File: config.mk
export PLATFORM = sky130hd
export DESIGN_NAME = irq_controller_vec_flat
export DESIGN_NICKNAME = d
export VERILOG_FILES = /design/src/rtl/irq_controller_vec_if.sv /design/src/rtl/irq_controller_vec.sv /design/src/flat_wrapper.sv
export SDC_FILE = /design/constraint.sdc
export NUM_CORES = 1
export LEC_CHECK = 0
export CAP_MARGIN = 40
export CORE_MARGIN = 4
export CORE_UTILIZATION = 25
export DETAILED_ROUTE_END_ITERATION = 10
export GPL_TIMING_DRIVEN = 1
export PLACE_DENSITY = 0.62
export SETUP_SLACK_MARGIN = 0.1
export SLEW_MARGIN = 20
export SYNTH_ARGS = -nofsm -noshare
export SYNTH_HDL_FRONTEND = slang
export SYNTH_SLANG_ARGS = --single-unit
File: constraint.sdc
create_clock -name clk_i -period 2.2 [get_ports clk_i]
set_input_delay 0.44 -clock clk_i [delete_from_list [all_inputs] [get_ports clk_i]]
set_output_delay 0.44 -clock clk_i [all_outputs]
set_load 0.01 [all_outputs]
File: src/rtl/irq_controller_vec_if.sv
// Bus between the core's CSR/trap logic and the vectored interrupt controller.
// The master side is the core. It drives the request, enable and return
// strobes and receives the trap request, cause and acknowledge.
interface irq_controller_vec_if #(
  parameter int N_IRQ = 16
);
  logic             exception_i;
  logic [N_IRQ-1:0] irq_req_i;
  logic [N_IRQ-1:0] mie_i;
  logic             mret_i;
  logic             irq_o;
  logic [31:0]      irq_cause_o;
  logic [N_IRQ-1:0] irq_ret_o;
  logic [N_IRQ-1:0] irq_pending_o;
  logic             busy_o;

  modport master (
    output exception_i, irq_req_i, mie_i, mret_i,
    input  irq_o, irq_cause_o, irq_ret_o, irq_pending_o, busy_o
  );

  modport slave (
    input  exception_i, irq_req_i, mie_i, mret_i,
    output irq_o, irq_cause_o, irq_ret_o, irq_pending_o, busy_o
  );
endinterface

File: src/rtl/irq_controller_vec.sv
// Vectored multi-channel interrupt controller.
// Level or rising-edge channels are masked by mie. The lowest eligible index
// wins. One interrupt or exception is tracked in service at a time, and the
// serviced channel is acknowledged one-hot on mret.
module irq_controller_vec #(
  parameter int          N_IRQ      = 16,
  parameter logic [31:0] EDGE_MASK  = 32'h0000_0000,
  parameter logic [31:0] CAUSE_BASE = 32'h8000_0010
) (
  input  logic                 clk_i,
  input  logic                 rst_i,
  irq_controller_vec_if.slave  bus
);

  localparam int               IDW     = (N_IRQ > 1) ? $clog2(N_IRQ) : 1;
  localparam logic [N_IRQ-1:0] EDGE_CH = EDGE_MASK[N_IRQ-1:0];

  typedef enum logic [1:0] {
    ST_IDLE = 2'd0,
    ST_ISR  = 2'd1,
    ST_EXC  = 2'd2
  } state_t;

  state_t           r_state;
  logic [N_IRQ-1:0] r_req_q;
  logic [N_IRQ-1:0] r_req_p;
  logic [N_IRQ-1:0] r_pend_edge;
  logic [IDW-1:0]   r_active_id;
  logic [31:0]      r_cause;

  logic [N_IRQ-1:0] w_pend;
  logic [N_IRQ-1:0] w_eligible;
  logic [N_IRQ-1:0] w_edge_set;
  logic [N_IRQ-1:0] w_take_vec;
  logic [N_IRQ-1:0] w_ret_vec;
  logic [IDW-1:0]   w_sel;
  logic [31:0]      w_cause;
  logic             w_any;
  logic             w_take;
  logic             w_in_isr_ret;

  // Register the raw request lines once, and keep the previous sample for edge detection.
  always_ff @(posedge clk_i or negedge rst_i) begin
    if (!rst_i) begin
      r_req_q <= '0;
      r_req_p <= '0;
    end else begin
      r_req_q <= bus.irq_req_i;
      r_req_p <= r_req_q;
    end
  end

  // Rising edges only matter on edge-configured channels.
  assign w_edge_set = r_req_q & ~r_req_p & EDGE_CH;

  // Per-channel pending source, take strobe and return acknowledge.
  for (genvar gi = 0; gi < N_IRQ; gi++) begin : g_chan
    assign w_pend[gi]     = EDGE_CH[gi] ? r_pend_edge[gi] : r_req_q[gi];
    assign w_take_vec[gi] = w_take && (w_sel == IDW'(gi));
    assign w_ret_vec[gi]  = w_in_isr_ret && (r_active_id == IDW'(gi));
  end

  // Masking acts on the current mie value, so enabling a channel takes effect immediately.
  assign w_eligible = w_pend & bus.mie_i;
  assign w_any      = |w_eligible;

  // Lowest-index eligible channel has the highest priority.
  always_comb begin
    w_sel = '0;
    for (int k = N_IRQ - 1; k >= 0; k--) begin
      if (w_eligible[k]) begin
        w_sel = IDW'(k);
      end
    end
  end

  assign w_cause = CAUSE_BASE + 32'(w_sel);

  // An exception in IDLE pre-empts any eligible interrupt. No nesting is allowed outside IDLE.
  assign w_take       = (r_state == ST_IDLE) && !bus.exception_i && w_any;
  assign w_in_isr_ret = (r_state == ST_ISR) && bus.mret_i;

  // Edge-pending latch: the channel is cleared when taken, but a new edge in the same cycle keeps it set.
  always_ff @(posedge clk_i or negedge rst_i) begin
    if (!rst_i) begin
      r_pend_edge <= '0;
    end else begin
      r_pend_edge <= (w_edge_set | (r_pend_edge & ~w_take_vec)) & EDGE_CH;
    end
  end

  // Service FSM: capture the taken channel and its cause, and leave service on mret.
  always_ff @(posedge clk_i or negedge rst_i) begin
    if (!rst_i) begin
      r_state     <= ST_IDLE;
      r_active_id <= '0;
      r_cause     <= '0;
    end else begin
      case (r_state)
        ST_IDLE: begin
          if (bus.exception_i) begin
            r_state <= ST_EXC;
          end else if (w_any) begin
            r_state     <= ST_ISR;
            r_active_id <= w_sel;
            r_cause     <= w_cause;
          end
        end
        ST_ISR: begin
          if (bus.mret_i) begin
            r_state <= ST_IDLE;
          end
        end
        ST_EXC: begin
          if (bus.mret_i) begin
            r_state <= ST_IDLE;
          end
        end
        default: r_state <= ST_IDLE;
      endcase
    end
  end

  // The trap request and cause are live in the take cycle. At all other times the cause shows the latched value.
  assign bus.irq_o         = w_take;
  assign bus.irq_cause_o   = w_take ? w_cause : r_cause;
  assign bus.irq_ret_o     = w_ret_vec;
  assign bus.irq_pending_o = w_pend;
  assign bus.busy_o        = (r_state != ST_IDLE);

  // The acknowledge is at most one-hot.
  a_ret_onehot: assert property (@(posedge clk_i) disable iff (!rst_i)
    $onehot0(bus.irq_ret_o));

  // A trap request is only ever raised from IDLE.
  a_irq_idle: assert property (@(posedge clk_i) disable iff (!rst_i)
    bus.irq_o |-> (r_state == ST_IDLE));

endmodule

File: src/flat_wrapper.sv
// flat-port wrapper written by rule: the top's interface ports become plain ports
module irq_controller_vec_flat 
#(
  parameter int          N_IRQ      = 16,
  parameter logic [31:0] EDGE_MASK  = 32'h0000_0000,
  parameter logic [31:0] CAUSE_BASE = 32'h8000_0010
)
  (clk_i, rst_i, bus_exception_i, bus_irq_req_i, bus_mie_i, bus_mret_i, bus_irq_o, bus_irq_cause_o, bus_irq_ret_o, bus_irq_pending_o, bus_busy_o);
  irq_controller_vec_if #(.N_IRQ(N_IRQ)) bus_i ();
  input  logic clk_i;
  input  logic rst_i;
  input wire logic [$bits(bus_i.exception_i)-1:0] bus_exception_i;
  input wire logic [$bits(bus_i.irq_req_i)-1:0] bus_irq_req_i;
  input wire logic [$bits(bus_i.mie_i)-1:0] bus_mie_i;
  input wire logic [$bits(bus_i.mret_i)-1:0] bus_mret_i;
  output wire logic [$bits(bus_i.irq_o)-1:0] bus_irq_o;
  output wire logic [$bits(bus_i.irq_cause_o)-1:0] bus_irq_cause_o;
  output wire logic [$bits(bus_i.irq_ret_o)-1:0] bus_irq_ret_o;
  output wire logic [$bits(bus_i.irq_pending_o)-1:0] bus_irq_pending_o;
  output wire logic [$bits(bus_i.busy_o)-1:0] bus_busy_o;
  assign bus_i.exception_i = bus_exception_i;
  assign bus_i.irq_req_i = bus_irq_req_i;
  assign bus_i.mie_i = bus_mie_i;
  assign bus_i.mret_i = bus_mret_i;
  assign bus_irq_o = bus_i.irq_o;
  assign bus_irq_cause_o = bus_i.irq_cause_o;
  assign bus_irq_ret_o = bus_i.irq_ret_o;
  assign bus_irq_pending_o = bus_i.irq_pending_o;
  assign bus_busy_o = bus_i.busy_o;
  irq_controller_vec #(.N_IRQ(N_IRQ), .EDGE_MASK(EDGE_MASK), .CAUSE_BASE(CAUSE_BASE)) u_core (.clk_i(clk_i), .rst_i(rst_i), .bus(bus_i));
endmodule
# Word-level counts from Yosys, hierarchy flattened
# Cells that the tools add are included.
op_classes:
  bitwise: 2
  mux: 21
  n_div: 0
  shift: 0
  n_addsub: 1
  n_lt_le_gt_ge: 0
  n_mul: 0
  n_eq_ne: 19
  n_reduce_logical: 27
op_table:
  columns: ["cell", "count"]
  rows:
  - ["two-way mux 4 bit", 16]
  - ["adder 32 x 4 -> 32 bit, first input constant", 1]
  - ["equality test 4 bit, second input constant", 8]
  - ["two-way mux 32 bit", 1]
  - ["logical AND 1 bit", 19]
  - ["bitwise AND 16 bit", 1]
  - ["equality test 4 x 3 -> 1 bit, second input constant", 4]
  - ["OR reduction 16 bit", 1]
  - ["equality test 4 x 2 -> 1 bit, second input constant", 2]
  - ["two-way mux 2 bit", 3]
  - ["equality test 4 x 1 -> 1 bit, second input constant", 1]
  - ["zero test 4 bit", 1]
  - ["one-hot mux 2 bit (2 select lines)", 1]
  - ["!= test 3 x 2 -> 1 bit, second input constant", 1]
  - ["AND reduction 3 bit", 1]
  - ["equality test 2 x 1 -> 1 bit, second input constant", 1]
  - ["equality test 2 bit, second input constant", 1]
  - ["zero test 2 bit", 1]
  - ["!= test 2 x 1 -> 1 bit, second input constant", 1]
  - ["AND reduction 2 bit", 1]
  - ["nonzero test 2 bit", 1]
  - ["OR reduction 2 bit", 1]
  - ["zero test 1 bit", 1]
  - ["inverter 1 bit", 1]
word_totals:
  latchBits: 0
  register_bits: 54
  elab_cells: 74
  output_inout_bits: 66
  n_memories: 0
  rom_bits: 0
  ram_bits: 0

# Logic depth before layout (Yosys ltp)
# Gate-level depths: netlist (run 1).
logic_depth:
  ltp_word: 19
  ltp_mapped: 7

# Worst setup path before layout (run 1)
# Ideal clock, no wire load.
synth_path:
  kind: "register to output"
  startpoint: "register u_core.r_req_q[2] (netlist: u_core.bus.irq_pending_o[2])"
  endpoint: "output port bus_irq_cause_o[31]"
  n_path_buf: 1
  stages_incl_launch_ff: 6
  required_time_ns: 1.760
  setup_slack_ns: 0.160
  arrival_ns: 1.600
  cell_sequence: "dfrtp_1 a222oi_1 nand4_1 o21ai_2 nand2b_1 buf_4"
synth_between:
  elab_chain_cells: 6
  elab_cells_between_ends: 8
  cone_classes: "add/sub (1); mux (4); bitwise (1); reduce/logical (2)"
synth_lines:
  columns: ["item", "line_no", "source"]
  rows:
  - ["start: declaration", "irq_controller_vec.sv:25", "logic [N_IRQ-1:0] r_req_q;"]
  - ["start signal: assignment", "irq_controller_vec.sv:48", "r_req_q <= bus.irq_req_i;"]
  - ["bitwise AND 16 bit (*)", "irq_controller_vec.sv:64", "assign w_eligible = w_pend & bus.mie_i;"]
  - ["two-way mux 4 bit (3 in a row)", "irq_controller_vec.sv:71", "if (w_eligible[k]) begin"]
  - ["adder 32 x 4 -> 32 bit", "irq_controller_vec.sv:77", "assign w_cause = CAUSE_BASE + 32'(w_sel);"]
  - ["two-way mux 32 bit (*)", "irq_controller_vec.sv:126", "assign bus.irq_cause_o = w_take ? w_cause : r_cause;"]
  - ["end: declaration", "flat_wrapper.sv:17", "output wire logic [$bits(bus_i.irq_cause_o)-1:0] bus_irq_cause_o;"]
# Every way passes the cells marked *; elsewhere a longest branch is shown, timed or not.

# Worst setup path after layout (run 1)
layout_path:
  startpoint: "register u_core.r_req_q[2] (netlist: u_core.bus.irq_pending_o[2])"
  endpoint: "output port bus_irq_cause_o[2]"
# Same word-level chain as after synthesis.

==> results of run 1 <==
registers in the layout (all words and copies together), names as in the netlist:
name                      count
u_core.r_state                2
u_core.bus.irq_pending_o     16
u_core.r_cause                2
u_core.r_active_id            3
placed cells by master (no fill, tap or decap), drive strengths merged, types with 2 or more instances in the layout:
cell type,netlist,final
a21oi,5,5
a222oi,2,2
a22oi,8,8
buf,27,73
clkbuf,1,4
clkdlybuf4s50,0,34
conb,1,26
dfrtp,23,23
dlygate4sd2,0,16
ha,2,2
inv,4,4
nand2,16,16
nand2b,5,5
nand3,7,7
nand4,4,4
nor2,16,16
nor3,4,4
o21ai,6,6
worst register-to-register path, stage by stage (launching register included):
cell	delay, ns
dfrtp_1	0.39
a22oi_2	0.25
nand4_1	0.23
buf_4	0.21
a21oi_2	0.17
a21oi_4	0.05
buf_4	0.13
buf_4	0.12
buf_4	0.12
buf_4	0.12
buf_4	0.12
buf_4	0.11
stage by stage:
step                      utilization [%]  area, µm²
final                                52.5       2550
after global routing                 52.5       2550
after CTS                            49.9       2420
after global placement               46.9       2270
after floorplan                         -       1380
after detailed placement             46.9       2270
repair_timing:
action / CTS / global route
gates cloned: 0 / 0
pin swaps: 16 / 13
gates resized for setup: 130 / 35
setup buffers: 14 / 4
endpoints found under the setup margin: 23 / 24
synthesized netlist by cell type (all sizes together):
cell / n
dfrtp: 23
ha: 2
a22o: 1
nand3: 7
inv: 4
nor2: 16
nor2b: 1
or2: 1
o2bb2ai: 1
clkbuf: 1
a22oi: 8
a21o: 1
nand2b: 5
a221oi: 1
a221o: 1
o21ai: 6
a32o: 1
a222oi: 2
nand2: 16
and2: 1
a21oi: 5
nor3: 4
or3: 1
a311oi: 1
conb: 1
nand4: 4
buf: 27
routing by layer:
metal | up-vias | GRT usage [%] | wire length [µm] | part of all wire, %
met3 | 6 | 5.76 | 597 | 15
met1 | 656 | 13.5 | 1520 | 38
met5 | - | 0 | 0 | 0
met4 | 0 | 3.89 | 38 | 0.95
met2 | 85 | 20.4 | 1850 | 46
li1 | 701 | - | - | -
final timing paths:
check / from / to / slack [ns] / depth (start not counted)
setup / recovery: u_core.bus.irq_pending_o[2] / bus_irq_cause_o[2] / -0.28 / 7
hold / removal: rst_i / u_core.bus.irq_pending_o[7] / 0.51 / 2
setup reg to reg: u_core.bus.irq_pending_o[12] / u_core.r_cause[3] / 0.10 / 11
hold reg to reg: u_core.r_cause[4] / u_core.r_cause[4] / 0.51 / 1
max in group asynchronous: rst_i / u_core.r_state[0] / 1.46 / 2
min in group clk_i: u_core.r_cause[4] / u_core.r_cause[4] / 0.51 / 1
power breakdown:
part / switching, µW / leakage [µW] / internal, µW
logic: 459 / 0.000938 / 585
registers: 74.3 / 0.000271 / 486
clock network: 145 / 0.0000255 / 127
total: 679 / 0.00123 / 1200
area by class of cell:
| cell class | instances | share of cell area (%) |
|---|---|---|
| flip-flops and latches | 23 | 22.6 |
| well taps | 67 | 3.29 |
| clock inverters | 1 | 0.197 |
| repair buffers | 126 | 42.4 |
| multi-input cells | 112 | 29.3 |
| inverters | 4 | 0.590 |
| clock buffers | 3 | 1.62 |
logic make-up after synthesis:
family	Yosys count	share of synthesized area, %
other cells	1	0.291
flops	23	44.6
simple gates	56	19.9
buf+inv	32	17.2
compound gates	28	16.1
fa+ha+maj	2	1.94
==> results.yml, run 1 <==
clock_network:
  cts_buffers: 3
  htree_num_levels: 1
  tritoncts: "built"
  cts_buffer_depth: 2
  ctsHoldBuffers: 0
  clk_latency_ns: 0.27
  clk_pin_slew_ns: 0.09
  cts.sinks: 23
  clockRootBuffer: "clkbuf_8"
placement:
  port_buffers: 75
  dp_hpwl_um: 3150
  dp_cells: 316
  gp_congestion: 0.734
  place_ws_ns: -0.809
critical_path:
  cp.arrival_ns: 2.04
  cp_slowest_cell: "a222oi_1"
  critPathCaptureType: "primary output"
  path_common_cell: "buf_6"
  crit_type: "reg -> out"
  slowest_delay_ns: 0.42
  worstPathMaxFanout: 4
  crit_path_cell_trace: "a222oi_1 > nand4_1 > o21ai_4 > buf_6 > a311oi_2 > a21o_1 > buf_6"
  critPathTopFamily: "compound AO/OA/AOI/OAI gates"
  cp-start-kind: "flop"
  cp.buffers_inverters: 2
  required_ns: 1.76
synthesis:
  synth_warnings: 0
  synth_cell_types: 30
  netlist_area_um2: 1290
  synthCells: 142
  ys_seq_area_share_pct: 44.6
  yosys.area.top_type_share_pct: 44.6
  ys_ff_latch: 23
  synth_top_area_cell: "dfrtp_1"
  ys_top_cells_by_area: "dfrtp_1 45%, buf_4 16%, nand2_1 4.7%"
  synth_area_per_cell_um2: 9.08
grt:
  grt_max_degree: 24
  grt_pass1_wl_um: 6180
  antenna_found_initial: 0
  grt_pass1_vias: 1418
  grt_usage_pct: 12.1
  grt_overflow: 0
final_layout:
  instances_no_fill: 336
  seq_area_um2: 576
  n_fill_cell: 450
  drive_above_1_share_pct: 41.6
  fin_nets: 308
  antennaDiodeCount: 0
  syn_to_final_growth_pct: 97.4
  multi_input_area_um2: 747
sta:
  rsz0062_at_grt: "yes"
  finClkSkew_ns: 0.00615
  fin_hold_ws_ns: 0.506
  drv_slew: 0
  hold_viol: 0
  max_freq_mhz: 403
  layout_min_cycle_time_ns: 2.48
  setup_tns_ns: -1.41
  setup_viol: 7
  finalWorstSetupSlack_ns: -0.281
  timing.final.crit_share_pct: 113
route:
  drc: 0
  num_vias: 1448
  route.final.wire_length_um: 4010
  drtAntennaViolNets: 0
  dr.pass1.iters: 4
  post_drt_wl_per_cell_um: 11.9
  viasPerCell: 4.31
  drt_iter0_drc: 31
power:
  power_leakage_uw: 0.00123
  irDropWorstVdd_v: 0.000412
  powerDensity_nw_per_um2: 737
  totalPowerFinal_uw: 1880
floorplan:
  dieHeight_um: 79.8
  die_w_um: 79.8
  die-area_um2: 6370
  core_um2: 4850
  io_pins: 102
  start_util_pct: 26.6
  row_count: 25
worst_hold_path:
  hold_class: "in -> async"
run:
  max_cap_violations: 0
status:
  failed_checks: "setup timing"
  status: "complete, but fails checks"
Note: power is estimated with default switching activity, not from simulation.
==> inputs of run 2 (changes only) <==
Settings changed: CTS_BUF_LIST set to sky130_fd_sc_hd__clkbuf_8.
==> results of run 2 <==
The final DEF is identical to that of run 1; final timing and power are the same.
